### config.mk
export PLATFORM = sky130hd
export DESIGN_NAME = status_reg_requester
export DESIGN_NICKNAME = d
export VERILOG_FILES = /design/src/rtl/status_reg_requester.sv
export SDC_FILE = /design/constraint.sdc
export NUM_CORES = 1
export LEC_CHECK = 0
export ABC_AREA = 0
export BUFFER_PORTS_ARGS = -buffer_cell sky130_fd_sc_hd__buf_2
export CAP_MARGIN = 20
export CORE_ASPECT_RATIO = 1.2
export CORE_MARGIN = 2
export CORE_UTILIZATION = 40
export DETAILED_ROUTE_END_ITERATION = 6
export GPL_TIMING_DRIVEN = 0
export PLACE_DENSITY = 0.68
export SYNTH_ARGS = -nofsm -noshare
export SYNTH_HDL_FRONTEND = slang
export SYNTH_SLANG_ARGS = --single-unit
### constraint.sdc
create_clock -name clk -period 4.3 [get_ports clk]
set_clock_uncertainty 0.2 [all_clocks]
set_input_delay 1.29 -clock clk [delete_from_list [all_inputs] [get_ports clk]]
set_output_delay 1.29 -clock clk [all_outputs]
set_load 0.01 [all_outputs]
### src/rtl/status_reg_requester.sv
// Initiator front end for the status register file: tags commands, issues them, captures read results.
// Optional SRF_REQ_WRITE_ACK_EN: writes also return a response and o_rsp_is_write is added.
module status_reg_requester #(
    parameter int WORD_WIDTH = 12,
    parameter int ADDR_WIDTH = 3,
    parameter int TAG_WIDTH  = 2,
    parameter int RSP_DEPTH  = 2
) (
    input  logic                  clk,
    input  logic                  arst_n,
    input  logic                  i_req_valid,
    output logic                  o_req_ready,
    input  logic                  i_req_wen,
    input  logic [ADDR_WIDTH-1:0] i_req_addr,
    input  logic [WORD_WIDTH-1:0] i_req_data,
    output logic [TAG_WIDTH-1:0]  o_rf_tag,
    output logic [ADDR_WIDTH-1:0] o_rf_addr,
    output logic [WORD_WIDTH-1:0] o_rf_data,
    output logic                  o_rf_wen,
    output logic                  o_rf_valid,
    output logic                  o_rf_halt,
    input  logic                  i_rf_freeze,
    input  logic [TAG_WIDTH-1:0]  i_rf_tag,
    input  logic [WORD_WIDTH-1:0] i_rf_data,
    input  logic                  i_rf_data_init,
    output logic                  o_rsp_valid,
    input  logic                  i_rsp_ready,
    output logic [TAG_WIDTH-1:0]  o_rsp_tag,
    output logic [WORD_WIDTH-1:0] o_rsp_data,
    output logic                  o_rsp_init,
    output logic                  o_rsp_err,
    output logic                  o_idle
`ifdef SRF_REQ_WRITE_ACK_EN
    ,
    output logic                  o_rsp_is_write
`endif
);

    localparam int PTR_W = $clog2(RSP_DEPTH);
    localparam int CNT_W = PTR_W + 1;
    localparam logic [CNT_W:0] DEPTH_C = (CNT_W + 1)'(RSP_DEPTH);

    logic                 issue_accept;
    logic                 req_fire;
    logic [TAG_WIDTH-1:0] tag_cnt_reg;
    logic                 pending_reg;
    logic [TAG_WIDTH-1:0] exp_tag_reg;
    logic [PTR_W-1:0]     wr_ptr_reg;
    logic [PTR_W-1:0]     rd_ptr_reg;
    logic [CNT_W-1:0]     count_reg;
    logic [CNT_W:0]       occupancy;
    logic                 push;
    logic                 pop;

    logic [TAG_WIDTH-1:0]  tag_mem  [RSP_DEPTH];
    logic [WORD_WIDTH-1:0] data_mem [RSP_DEPTH];
    logic                  init_mem [RSP_DEPTH];
    logic                  err_mem  [RSP_DEPTH];

    assign issue_accept = o_rf_valid & ~i_rf_freeze;
    assign o_req_ready  = ~o_rf_valid | issue_accept;
    assign req_fire     = i_req_valid & o_req_ready;

    // Pending capture counts as occupied so a response never arrives without a free slot.
    assign occupancy = {1'b0, count_reg} + (CNT_W + 1)'(pending_reg);
    assign o_rf_halt = (occupancy >= DEPTH_C);

    always_ff @(posedge clk or negedge arst_n) begin
        if (!arst_n) begin
            o_rf_valid  <= 1'b0;
            o_rf_tag    <= '0;
            o_rf_addr   <= '0;
            o_rf_data   <= '0;
            o_rf_wen    <= 1'b0;
            tag_cnt_reg <= '0;
        end else if (req_fire) begin
            o_rf_valid  <= 1'b1;
            o_rf_tag    <= tag_cnt_reg;
            o_rf_addr   <= i_req_addr;
            o_rf_data   <= i_req_data;
            o_rf_wen    <= i_req_wen;
            tag_cnt_reg <= tag_cnt_reg + TAG_WIDTH'(1);
        end else if (issue_accept) begin
            o_rf_valid  <= 1'b0;
        end
    end

`ifdef SRF_REQ_WRITE_ACK_EN
    logic pending_wr_reg;

    always_ff @(posedge clk or negedge arst_n) begin
        if (!arst_n) begin
            pending_reg    <= 1'b0;
            pending_wr_reg <= 1'b0;
            exp_tag_reg    <= '0;
        end else begin
            pending_reg    <= issue_accept;
            pending_wr_reg <= issue_accept & o_rf_wen;
            if (issue_accept) exp_tag_reg <= o_rf_tag;
        end
    end
`else
    always_ff @(posedge clk or negedge arst_n) begin
        if (!arst_n) begin
            pending_reg <= 1'b0;
            exp_tag_reg <= '0;
        end else begin
            pending_reg <= issue_accept & ~o_rf_wen;
            if (issue_accept) exp_tag_reg <= o_rf_tag;
        end
    end
`endif

    // The register file answers exactly one cycle after accepting, so capture needs no qualifier.
    assign push = pending_reg;
    assign pop  = o_rsp_valid & i_rsp_ready;

    always_ff @(posedge clk or negedge arst_n) begin
        if (!arst_n) begin
            wr_ptr_reg <= '0;
            rd_ptr_reg <= '0;
            count_reg  <= '0;
        end else begin
            if (push) wr_ptr_reg <= wr_ptr_reg + PTR_W'(1);
            if (pop)  rd_ptr_reg <= rd_ptr_reg + PTR_W'(1);
            case ({push, pop})
                2'b10:   count_reg <= count_reg + CNT_W'(1);
                2'b01:   count_reg <= count_reg - CNT_W'(1);
                default: count_reg <= count_reg;
            endcase
        end
    end

    genvar gi;
    generate
        for (gi = 0; gi < RSP_DEPTH; gi++) begin : g_entry
            always_ff @(posedge clk) begin
                if (push && (wr_ptr_reg == PTR_W'(gi))) begin
                    tag_mem[gi] <= i_rf_tag;
                    err_mem[gi] <= (i_rf_tag != exp_tag_reg);
`ifdef SRF_REQ_WRITE_ACK_EN
                    data_mem[gi] <= pending_wr_reg ? '0 : i_rf_data;
                    init_mem[gi] <= pending_wr_reg ? 1'b0 : i_rf_data_init;
`else
                    data_mem[gi] <= i_rf_data;
                    init_mem[gi] <= i_rf_data_init;
`endif
                end
            end
        end
    endgenerate

`ifdef SRF_REQ_WRITE_ACK_EN
    logic wr_mem [RSP_DEPTH];

    always_ff @(posedge clk) begin
        if (push) wr_mem[wr_ptr_reg] <= pending_wr_reg;
    end

    assign o_rsp_is_write = o_rsp_valid ? wr_mem[rd_ptr_reg] : 1'b0;
`endif

    // Head fields are masked while empty so the response bus reads as zero.
    assign o_rsp_valid = (count_reg != '0);
    assign o_rsp_tag   = o_rsp_valid ? tag_mem[rd_ptr_reg]  : '0;
    assign o_rsp_data  = o_rsp_valid ? data_mem[rd_ptr_reg] : '0;
    assign o_rsp_init  = o_rsp_valid ? init_mem[rd_ptr_reg] : 1'b0;
    assign o_rsp_err   = o_rsp_valid ? err_mem[rd_ptr_reg]  : 1'b0;

    assign o_idle = ~o_rf_valid & ~pending_reg & ~o_rsp_valid;

endmodule

==> reports/qor.csv, run 1 <==
stage,metric,value,unit
run_status,status,finished clean,
final_layout,Top reg by flops,data_mem,
global_routing,largest net degree at the start of global routing,29,
final_layout,fillcell total,490,
critical_path,Setup crit start,i_rf_freeze,
yosys,Cells after Synth,144,
timing,final hold viol count,0,
final_layout,area of the multi-input gates,621,um2
clock_network,postcts setup bufs,0,
critical_path,Critical Path Sink,o_req_ready,
min_path,Hold WC Path Type,flip-flop to flip-flop,
yosys,Yosys reg bits,60,
critical_path,worst r2r src,pending_reg,
placement,HPWL after DPL,2880,um
yosys,"area leader, netlist",edfxtp_1,
critical_path,Worst Path Arrival,1.60,ns
timing,Finish-stage setup viols,0,
yosys,top cell type's share of synthesized area,0.410,
clock_network,root buffer cell,clkbuf_8,
yosys,Syn Std Cell Area,2340,um2
clock_network,clock tree buffer depth,2,
power_and_ir_drop,Leak,1.34,nW
timing,Final period util,0.720,
yosys,most common cell in the netlist,edfxtp_1,
timing,Period minus WS final,3.09,ns
drt,via count,1442,
final_layout,post-layout instance area,3020,um2
drt,remaining antenna violation count,0,
drt,DRT iter0 DRCs,18,
floorplan,row cnt,30,
timing,setup TNS,0,ns
global_routing,GRT Overall Usage,0.137,
final_layout,share of cells above drive strength 1,0.494,
clock_network,TritonCTS buffer count,9,
floorplan,starting density of the core,0.414,
drt,routed len/inst,12.9,um
placement,Port Buffers,74,
drt,Vias/cell,4.58,
clock_network,post-CTS sizing,0,
final_layout,synth-to-layout area growth,28.8,%
power_and_ir_drop,Max VDD drop,246,uV
clock_network,CTS tree,yes,
job,max cap viols,0,
yosys,post-synthesis sequential area ratio,0.709,
placement,placed inst area,2820,um2
yosys,Syn Nets,181,
clock_network,cts hold-fix bufs,0,
timing,relative slew slack,0.503,
critical_path,Critical Path End Type,output port,
yosys,largest cells by area after synthesis,"edfxtp_1, dfrtp_1, mux2_2",
critical_path,worst-path fanout max,3,
placement,RePlAce Congestion,0.703,
clock_network,worst skew pair latency,0.32,ns
final_layout,Nets,267,
timing,unrepaired setup endpoints after global routing,no,
yosys,Netlist cell types,24,
critical_path,critical path class,primary input to output port,
timing,count of pins over their slew limit,0,
floorplan,core box area,5670,um2
timing,Worst Max-Slew Pin Slew,0.746,ns
yosys,async set-or-reset flop fraction in the synthesized netlist,0.467,
yosys,most common flop cell mapped by yosys,edfxtp_1,
final_layout,Largest register FFs,24,
floorplan,die width,73.9,um
yosys,Post-synth EDFFs,32,
critical_path,Reg2Reg Depth,3,
final_layout,# diodes,0,
clock_network,clk slew on worst S/H paths,0.06,ns
global_routing,first-pass GRT wire length,6580,um
clock_network,H-Tree Depth,3,
critical_path,crit start category,primary input,
final_layout,FF/Latch Area,1660,um2
power_and_ir_drop,PD cells,594,nW/um2
yosys,yosys warns,0,
drt,DRT Pass-1 Iters,4,
yosys,most frequent cells after synthesis,"edfxtp_1, dfrtp_1, mux2_2",
floorplan,I/O pin total,75,
critical_path,Reg2Reg Setup Slack,2.48,ns
drt,Residual DRC,0,
clock_network,CTS Sinks,60,
final_layout,biggest regs,"data_mem x24, o_rf_data x12, tag_mem x4",
floorplan,Die Area,6490,um2
final_layout,Final Util,0.533,
critical_path,worst r2r dst,data_mem[0][8],
floorplan,Die Span Y,87.9,um
timing,fmax,0.323,GHz
critical_path,Worst EP required,2.81,ns
yosys,Post-Syn Area per Cell,16.3,um2
global_routing,"Remaining Overflow, GRT",0,
global_routing,vias in the first global route,1501,
drt,final wirelength,4050,um
global_routing,initial antenna violation count,0,
metal layers:
metal	vias to the layer above	global-route usage	share of wire
li1	683	-	-
met2	68	0.224	0.49
met5	-	0	0
met4	0	0.0793	0.025
met1	682	0.152	0.40
met3	9	0.0483	0.087
where the power goes:
group	total, mW	internal [mW]	switching (mW)
clock	0.495	0.299	0.196
sequential	0.772	0.714	0.0578
combinational	0.528	0.251	0.277
total	1.80	1.26	0.531
stage by stage:
step,std cells,total power [mW],worst slack [ns],hold slack (ns)
6_report,315,1.80,1.21,0.268
5_1_grt,315,1.91,1.17,0.295
4_1_cts,315,1.83,1.20,0.278
3_5_place_dp,299,1.32,1.20,0.264
3_3_place_gp,298,1.31,1.20,0.258
2_1_floorplan,144,1.12,1.42,0.240
cells by family after synthesis:
logic type	Yosys count	share of synthesized area
buffers and inverters	8	0.0267
DFF	60	0.709
and+or+nand+nor	28	0.0555
AOI/OAI and AO/OA	3	0.0107
muxes	35	0.160
xor gates and xnor gates	9	0.0336
adders and majority gates	1	0.00534
layout make-up:
cell class | count | share of cell area
Inverter | 3 | 0.00373
Multi-Input combinational cell | 76 | 0.205
Tap cell | 80 | 0.0331
Timing Repair Buffer | 75 | 0.125
Sequential cell | 60 | 0.550
Clock inverter | 2 | 0.0116
Clock buffer | 14 | 0.0539
Buffer | 5 | 0.0170
worst min-delay path by stage:
| stage | startpoint | end | slack, ns | cells past startpoint |
|---|---|---|---|---|
| floorplan | tag_cnt_reg[1] | tag_cnt_reg[1] | 0.24 | 1 |
| global placement | tag_cnt_reg[0] | tag_cnt_reg[0] | 0.26 | 1 |
| detailed placement | tag_cnt_reg[0] | tag_cnt_reg[0] | 0.26 | 1 |
| CTS | tag_cnt_reg[1] | tag_cnt_reg[1] | 0.28 | 1 |
| global route | tag_cnt_reg[0] | tag_cnt_reg[0] | 0.30 | 1 |
| finish | o_rf_wen | pending_reg | 0.27 | 1 |
worst max-delay path, stage by stage:
cell and delay (ns):
buf_2 0.12, nand2_1 0.07, buf_2 0.13
layout by cell type (no fill, tap or decap):
master,synthesis,routed
buf_2,1,75
edfxtp_1,32,32
dfrtp_1,28,28
mux2_2,19,19
nor2_1,18,18
mux2i_1,16,16
clkbuf_8,2,13
xnor2_1,5,5
xor2_1,4,4
inv_1,3,3
nand2_1,3,3
clkbuf_1,0,3
buf_4,1,2
nor2_4,1,1
buf_6,1,1
nor2b_2,1,1
and2_1,1,1
and2b_1,1,1
nor2b_1,1,1
nor3_1,1,1
a21o_2,1,1
a21boi_2,1,1
o21ai_0,1,1
nand2b_1,1,1
ha_1,1,1
bufinv_16,0,1
clkinv_2,0,1
(Power assumes the default switching activity.)
==> inputs of run 2 (changes only) <==
PLACE_DENSITY = 0.71   (was 0.68)
clock period = 2.5 ns   (was 4.3 ns; I/O delays follow)
==> reports/qor.csv, run 2 (same netlist as run 1, synthesis figures left out) <==
stage,metric,value,unit
critical_path,crit start category,flip-flop,
final_layout,# diodes,0,
clock_network,clk slew on worst S/H paths,0.07,ns
final_layout,Top reg by flops,data_mem,
timing,count of pins over their slew limit,0,
timing,final hold viol count,0,
timing,Finish-stage setup viols,0,
global_routing,initial antenna violation count,0,
floorplan,die width,73.9,um
timing,setup TNS,0,ns
timing,Period minus WS final,2.37,ns
drt,final wirelength,4110,um
final_layout,most frequent cells in the layout,"buf_2, edfxtp_1, dfrtp_1",
global_routing,largest net degree at the start of global routing,29,
critical_path,worst-path fanout max,10,
critical_path,Worst EP required,1.55,ns
final_layout,synth-to-layout area growth,30.3,%
clock_network,worst skew pair latency,0.32,ns
timing,Worst Max-Slew Pin Slew,0.741,ns
clock_network,H-Tree Depth,3,
power_and_ir_drop,PD cells,1040,nW/um2
critical_path,worst r2r src,pending_reg,
min_path,Hold WC Path Type,primary input to asynchronous set/reset pin,
clock_network,CTS Sinks,60,
critical_path,Reg2Reg Depth,3,
timing,WHS,0.236,ns
floorplan,row cnt,30,
critical_path,Reg2Reg Setup Slack,0.69,ns
global_routing,GRT Overall Usage,0.137,
drt,routed len/inst,13.0,um
clock_network,clock tree buffer depth,2,
critical_path,Worst Path Arrival,1.42,ns
global_routing,"Remaining Overflow, GRT",0,
floorplan,Die Span Y,87.9,um
power_and_ir_drop,Leak,1.36,nW
drt,Residual DRC,0,
drt,Vias/cell,4.57,
job,max cap viols,0,
placement,RePlAce Congestion,0.687,
floorplan,core box area,5670,um2
power_and_ir_drop,Max VDD drop,513,uV
final_layout,Nets,269,
global_routing,first-pass GRT wire length,6420,um
final_layout,biggest regs,"data_mem x24, o_rf_data x12, tag_mem x4",
run_status,status,finished clean,
power_and_ir_drop,Design Power,3.18,mW
timing,fmax,0.421,GHz
drt,DRT iter0 DRCs,61,
critical_path,worst r2r dst,data_mem[0][6],
timing,unrepaired setup endpoints after global routing,no,
floorplan,Die Area,6490,um2
timing,relative slew slack,0.506,
drt,via count,1448,
critical_path,critical path class,flip-flop to output port,
clock_network,root buffer cell,clkbuf_8,
placement,HPWL after DPL,3060,um
floorplan,starting density of the core,0.414,
clock_network,cts hold-fix bufs,0,
timing,Final period util,0.950,
final_layout,FF/Latch Area,1660,um2
final_layout,fillcell total,478,
final_layout,area of the multi-input gates,621,um2
placement,Port Buffers,74,
drt,DRT Pass-1 Iters,4,
global_routing,vias in the first global route,1455,
drt,remaining antenna violation count,0,
clock_network,TritonCTS buffer count,9,
critical_path,Critical Path End Type,output port,
clock_network,CTS tree,yes,
final_layout,Largest register FFs,24,
final_layout,share of cells above drive strength 1,0.506,
floorplan,I/O pin total,75,
final_layout,"most common cell after layout, fill and taps aside",buf_2,
run 2: changes by cell type in the layout (fill, tap and decap cells not counted):
| cell | before | now |
|---|---|---|
| clkbuf_1 | 3 | 0 |
| clkinv_1 | 0 | 1 |
| clkinv_2 | 1 | 2 |
| inv_6 | 0 | 1 |
| buf_2 | 75 | 74 |
| clkbuf_8 | 13 | 11 |
| buf_4 | 2 | 5 |
| bufinv_16 | 1 | 2 |
| clkinvlp_4 | 0 | 1 |
run 2: how the worst max path moves through the flow:
stage / start / endpoint / cells past startpoint
global placement: pending_reg / init_mem[0] / 2
CTS: count_reg[0] / o_rsp_data[3] / 4
global route: rd_ptr_reg / o_rsp_tag[0] / 5
floorplan: count_reg[0] / o_idle / 3
detailed placement: count_reg[0] / o_rsp_data[3] / 4
finish: rd_ptr_reg / o_rsp_tag[0] / 5
run 2: worst max-delay path, cell delays in order (launching register included):
cell     delay (ns)
dfrtp_1        0.32
buf_4          0.18
buf_6          0.19
mux2i_1        0.20
nor2_1         0.06
buf_2          0.14
run 2: power breakdown:
part           internal, mW  total (mW)  switching [mW]
clock network         0.557       0.921           0.364
logic                 0.457       0.930           0.472
registers              1.23        1.33           0.101
total                  2.24        3.18           0.937
run 2: routing by layer:
metal / up-vias / GRT usage / wire, um / part of all wire
met5: - / 0 / 0 / 0
li1: 679 / - / - / -
met3: 5 / 0.0644 / 384 / 0.093
met1: 693 / 0.139 / 1630 / 0.40
met4: 0 / 0.0694 / 59 / 0.014
met2: 71 / 0.233 / 2030 / 0.49
run 2: timing repair:
| action | 4_1_cts | 5_1_grt |
|---|---|---|
| gates resized for setup | 1 | 0 |
| gates cloned | 0 | 0 |
| setup buffers | 0 | 2 |
| pin swaps | 0 | 1 |
| setup endpoints to repair | 10 | 2 |
run 2: per-stage QoR:
stage                     instances  setup slack (ns)  utilization  area [um2]
after detailed placement        299             0.338        0.498        2820
after global placement          298             0.339        0.497        2820
after global routing            317            0.0203        0.539        3050
after CTS                       315            0.0461        0.536        3040
final                           317             0.126        0.539        3050
after floorplan                 144             0.545            -        2340
run 2: cell type report:
| class | count | area share |
|---|---|---|
| Clock buffer | 9 | 0.0406 |
| Timing Repair Buffer | 77 | 0.129 |
| Buffer | 5 | 0.0176 |
| Tap cell | 80 | 0.0328 |
| Inverter | 3 | 0.00369 |
| Clock inverter | 7 | 0.0295 |
| Multi-Input combinational cell | 76 | 0.203 |
| Sequential cell | 60 | 0.544 |
==> inputs of run 3 (changes only) <==
ABC_AREA = 1   (was 0)
PLACE_DENSITY = 0.7   (was 0.71)
==> reports/qor.csv, run 3 <==
stage,metric,value,unit
global_routing,vias in the first global route,1692,
critical_path,Buffers & Inverters on Critical Path,4,
timing,fmax,0.420,GHz
critical_path,Setup crit start,rd_ptr_reg,
final_layout,Top reg by flops,data_mem,
global_routing,"Remaining Overflow, GRT",0,
floorplan,Die Span Y,89.4,um
yosys,Adder-Cell Fraction of Synth Area,0.00515,
final_layout,Final Util,0.521,
yosys,Synth Area in Compound Gates,0.0407,
critical_path,"delay-heaviest family, CP",buffers and inverters,
floorplan,die width,75.1,um
final_layout,"most common cell after layout, fill and taps aside",nand2_1,
yosys,Synth Area in Simple Gates,0.195,
global_routing,GRT Overall Usage,0.159,
timing,worst setup margin,0.118,ns
yosys,Post-synth EDFFs,32,
power_and_ir_drop,Leak,1.49,nW
yosys,top cell type's share of synthesized area,0.396,
timing,WHS,0.234,ns
drt,routed len/inst,12.3,um
floorplan,core box area,5930,um2
yosys,Netlist cell types,23,
drt,DRT iter0 DRCs,58,
job,max cap viols,0,
final_layout,Largest register FFs,24,
final_layout,synth-to-layout area growth,27.2,%
final_layout,most frequent cells in the layout,"nand2_1, buf_2, edfxtp_1",
power_and_ir_drop,Design Power,3.08,mW
drt,remaining antenna violation count,0,
global_routing,first-pass GRT wire length,7720,um
critical_path,Worst Path Arrival,1.43,ns
clock_network,CTS Sinks,60,
timing,final hold viol count,0,
yosys,"area leader, netlist",edfxtp_1,
timing,setup TNS,0,ns
floorplan,I/O pin total,75,
final_layout,Nets,341,
clock_network,cts hold-fix bufs,0,
drt,Vias/cell,4.48,
yosys,async set-or-reset flop fraction in the synthesized netlist,0.467,
clock_network,root buffer cell,clkbuf_8,
yosys,Post-Syn Area per Cell,11.1,um2
yosys,post-synthesis xor/xnor area fraction,0.0180,
critical_path,critical path class,flip-flop to output port,
clock_network,CTS tree,yes,
placement,Port Buffers,73,
clock_network,clk slew on worst S/H paths,0.06,ns
min_path,Hold WC Path Type,primary input to asynchronous set/reset pin,
drt,final wirelength,4810,um
yosys,Syn Std Cell Area,2430,um2
drt,DRT Pass-1 Iters,4,
yosys,Syn Nets,255,
final_layout,share of cells above drive strength 1,0.333,
yosys,post-synthesis sequential area ratio,0.684,
clock_network,H-Tree Depth,3,
critical_path,Critical Path End Type,output port,
timing,Period minus WS final,2.38,ns
yosys,most frequent cells after synthesis,"nand2_1, edfxtp_1, dfrtp_1",
critical_path,worst r2r src,pending_reg,
yosys,largest cells by area after synthesis,"edfxtp_1, dfrtp_1, nand2_1",
yosys,Cells after Synth,218,
placement,DP Worst Slack,0.222,ns
power_and_ir_drop,PD cells,998,nW/um2
yosys,largest family of logic cells by synthesized area,simple AND/OR/NAND/NOR gates,
placement,HPWL after DPL,3380,um
critical_path,Reg2Reg Depth,3,
timing,unrepaired setup endpoints after global routing,no,
critical_path,Slowest cell on crit path,dfrtp_1,
yosys,yosys warns,0,
drt,Residual DRC,0,
critical_path,crit start category,flip-flop,
timing,relative slew slack,0.558,
timing,Finish-stage setup viols,0,
drt,via count,1753,
run_status,status,finished clean,
final_layout,# diodes,0,
critical_path,Worst EP required,1.55,ns
critical_path,crit-path max cell delay,0.37,ns
global_routing,largest net degree at the start of global routing,29,
yosys,most common cell in the netlist,nand2_1,
yosys,Yosys reg bits,60,
clock_network,TritonCTS buffer count,9,
placement,RePlAce Congestion,0.767,
final_layout,biggest regs,"data_mem x24, o_rf_data x12, tag_mem x4",
yosys,most common flop cell mapped by yosys,edfxtp_1,
critical_path,critical path cell sequence,"buf_6, inv_4, buf_8, nand2_1, a21oi_1, buf_2",
yosys,post-synthesis mux area share,0,
floorplan,row cnt,31,
clock_network,worst skew pair latency,0.33,ns
critical_path,critical path depth,6,
global_routing,initial antenna violation count,1,
critical_path,worst-path fanout max,10,
floorplan,Die Area,6710,um2
timing,Final period util,0.953,
clock_network,clock tree buffer depth,2,
floorplan,starting density of the core,0.409,
power_and_ir_drop,Max VDD drop,433,uV
timing,count of pins over their slew limit,0,
timing,Worst Max-Slew Pin Slew,0.663,ns
==> run 3: cell count changes in the layout (fill, tap and decap cells not counted), sizes merged, moves of 5 or more <==
| cell | change |
|---|---|
| inv | +7 |
| nand2 | +82 |
| nand3 | +20 |
| nor2 | -15 |
| a21oi | +16 |
| buf | +5 |
| mux2 | -19 |
| mux2i | -16 |
==> run 3: area by class of cell <==
cell class              count  area [um2]
clock buffers              14         163
clock inverters             2        8.76
multi-input cells         137         629
repair buffers             75         384
inverters                  11        43.8
flip-flops and latches     60        1660
well taps                  82         103
fillers                   547        2850
plain buffers              10        96.3
==> run 3: repair_timing <==
action	CTS	global route
hold endpoints to repair	0	0
buffers inserted	0	1
endpoints found under the setup margin	0	4
gates resized for setup	0	1
==> run 3: per-layer routing <==
| layer | track usage | wire [um] |
|---|---|---|
| met5 | 0 | 0 |
| met4 | 0.0813 | 86 |
| met3 | 0.0620 | 412 |
| met2 | 0.246 | 2340 |
| met1 | 0.193 | 1970 |
==> run 3: cells by family after synthesis <==
kind of cell / after synthesis
buffers and inverters: 21
AOI/OAI and AO/OA: 19
xor gates and xnor gates: 5
adders and majority gates: 1
and+or+nand+nor: 112
DFF: 60
==> run 3: worst reg2reg max path, stage by stage (launching register included) <==
cell and delay (ns):
dfrtp_1 0.39, inv_1 0.09, nor2_1 0.51, buf_6 0.25
==> run 3: worst paths after layout <==
check	endpoint	slack, ns
max	o_rsp_data[5]	0.12
min	wr_ptr_reg	0.23
max reg2reg	data_mem[0][0]	0.77
min reg2reg	tag_cnt_reg[1]	0.27
max in group asynchronous	pending_reg	1.46
min in group clk	tag_cnt_reg[1]	0.27
==> run 3: metrics by stage <==
stage          cells  instance area [um2]
5_1_grt          391                 3090
4_1_cts          390                 3080
3_3_place_gp     373                 2900
3_5_place_dp     374                 2910
2_1_floorplan    218                 2430
6_report         391                 3090
==> run 3: power by group <==
| part | internal, mW | leakage, nW | switching, mW |
|---|---|---|---|
| clock network | 0.410 | 0.0881 | 0.342 |
| registers | 1.22 | 0.634 | 0.101 |
| logic | 0.421 | 0.767 | 0.593 |
| total | 2.05 | 1.49 | 1.04 |
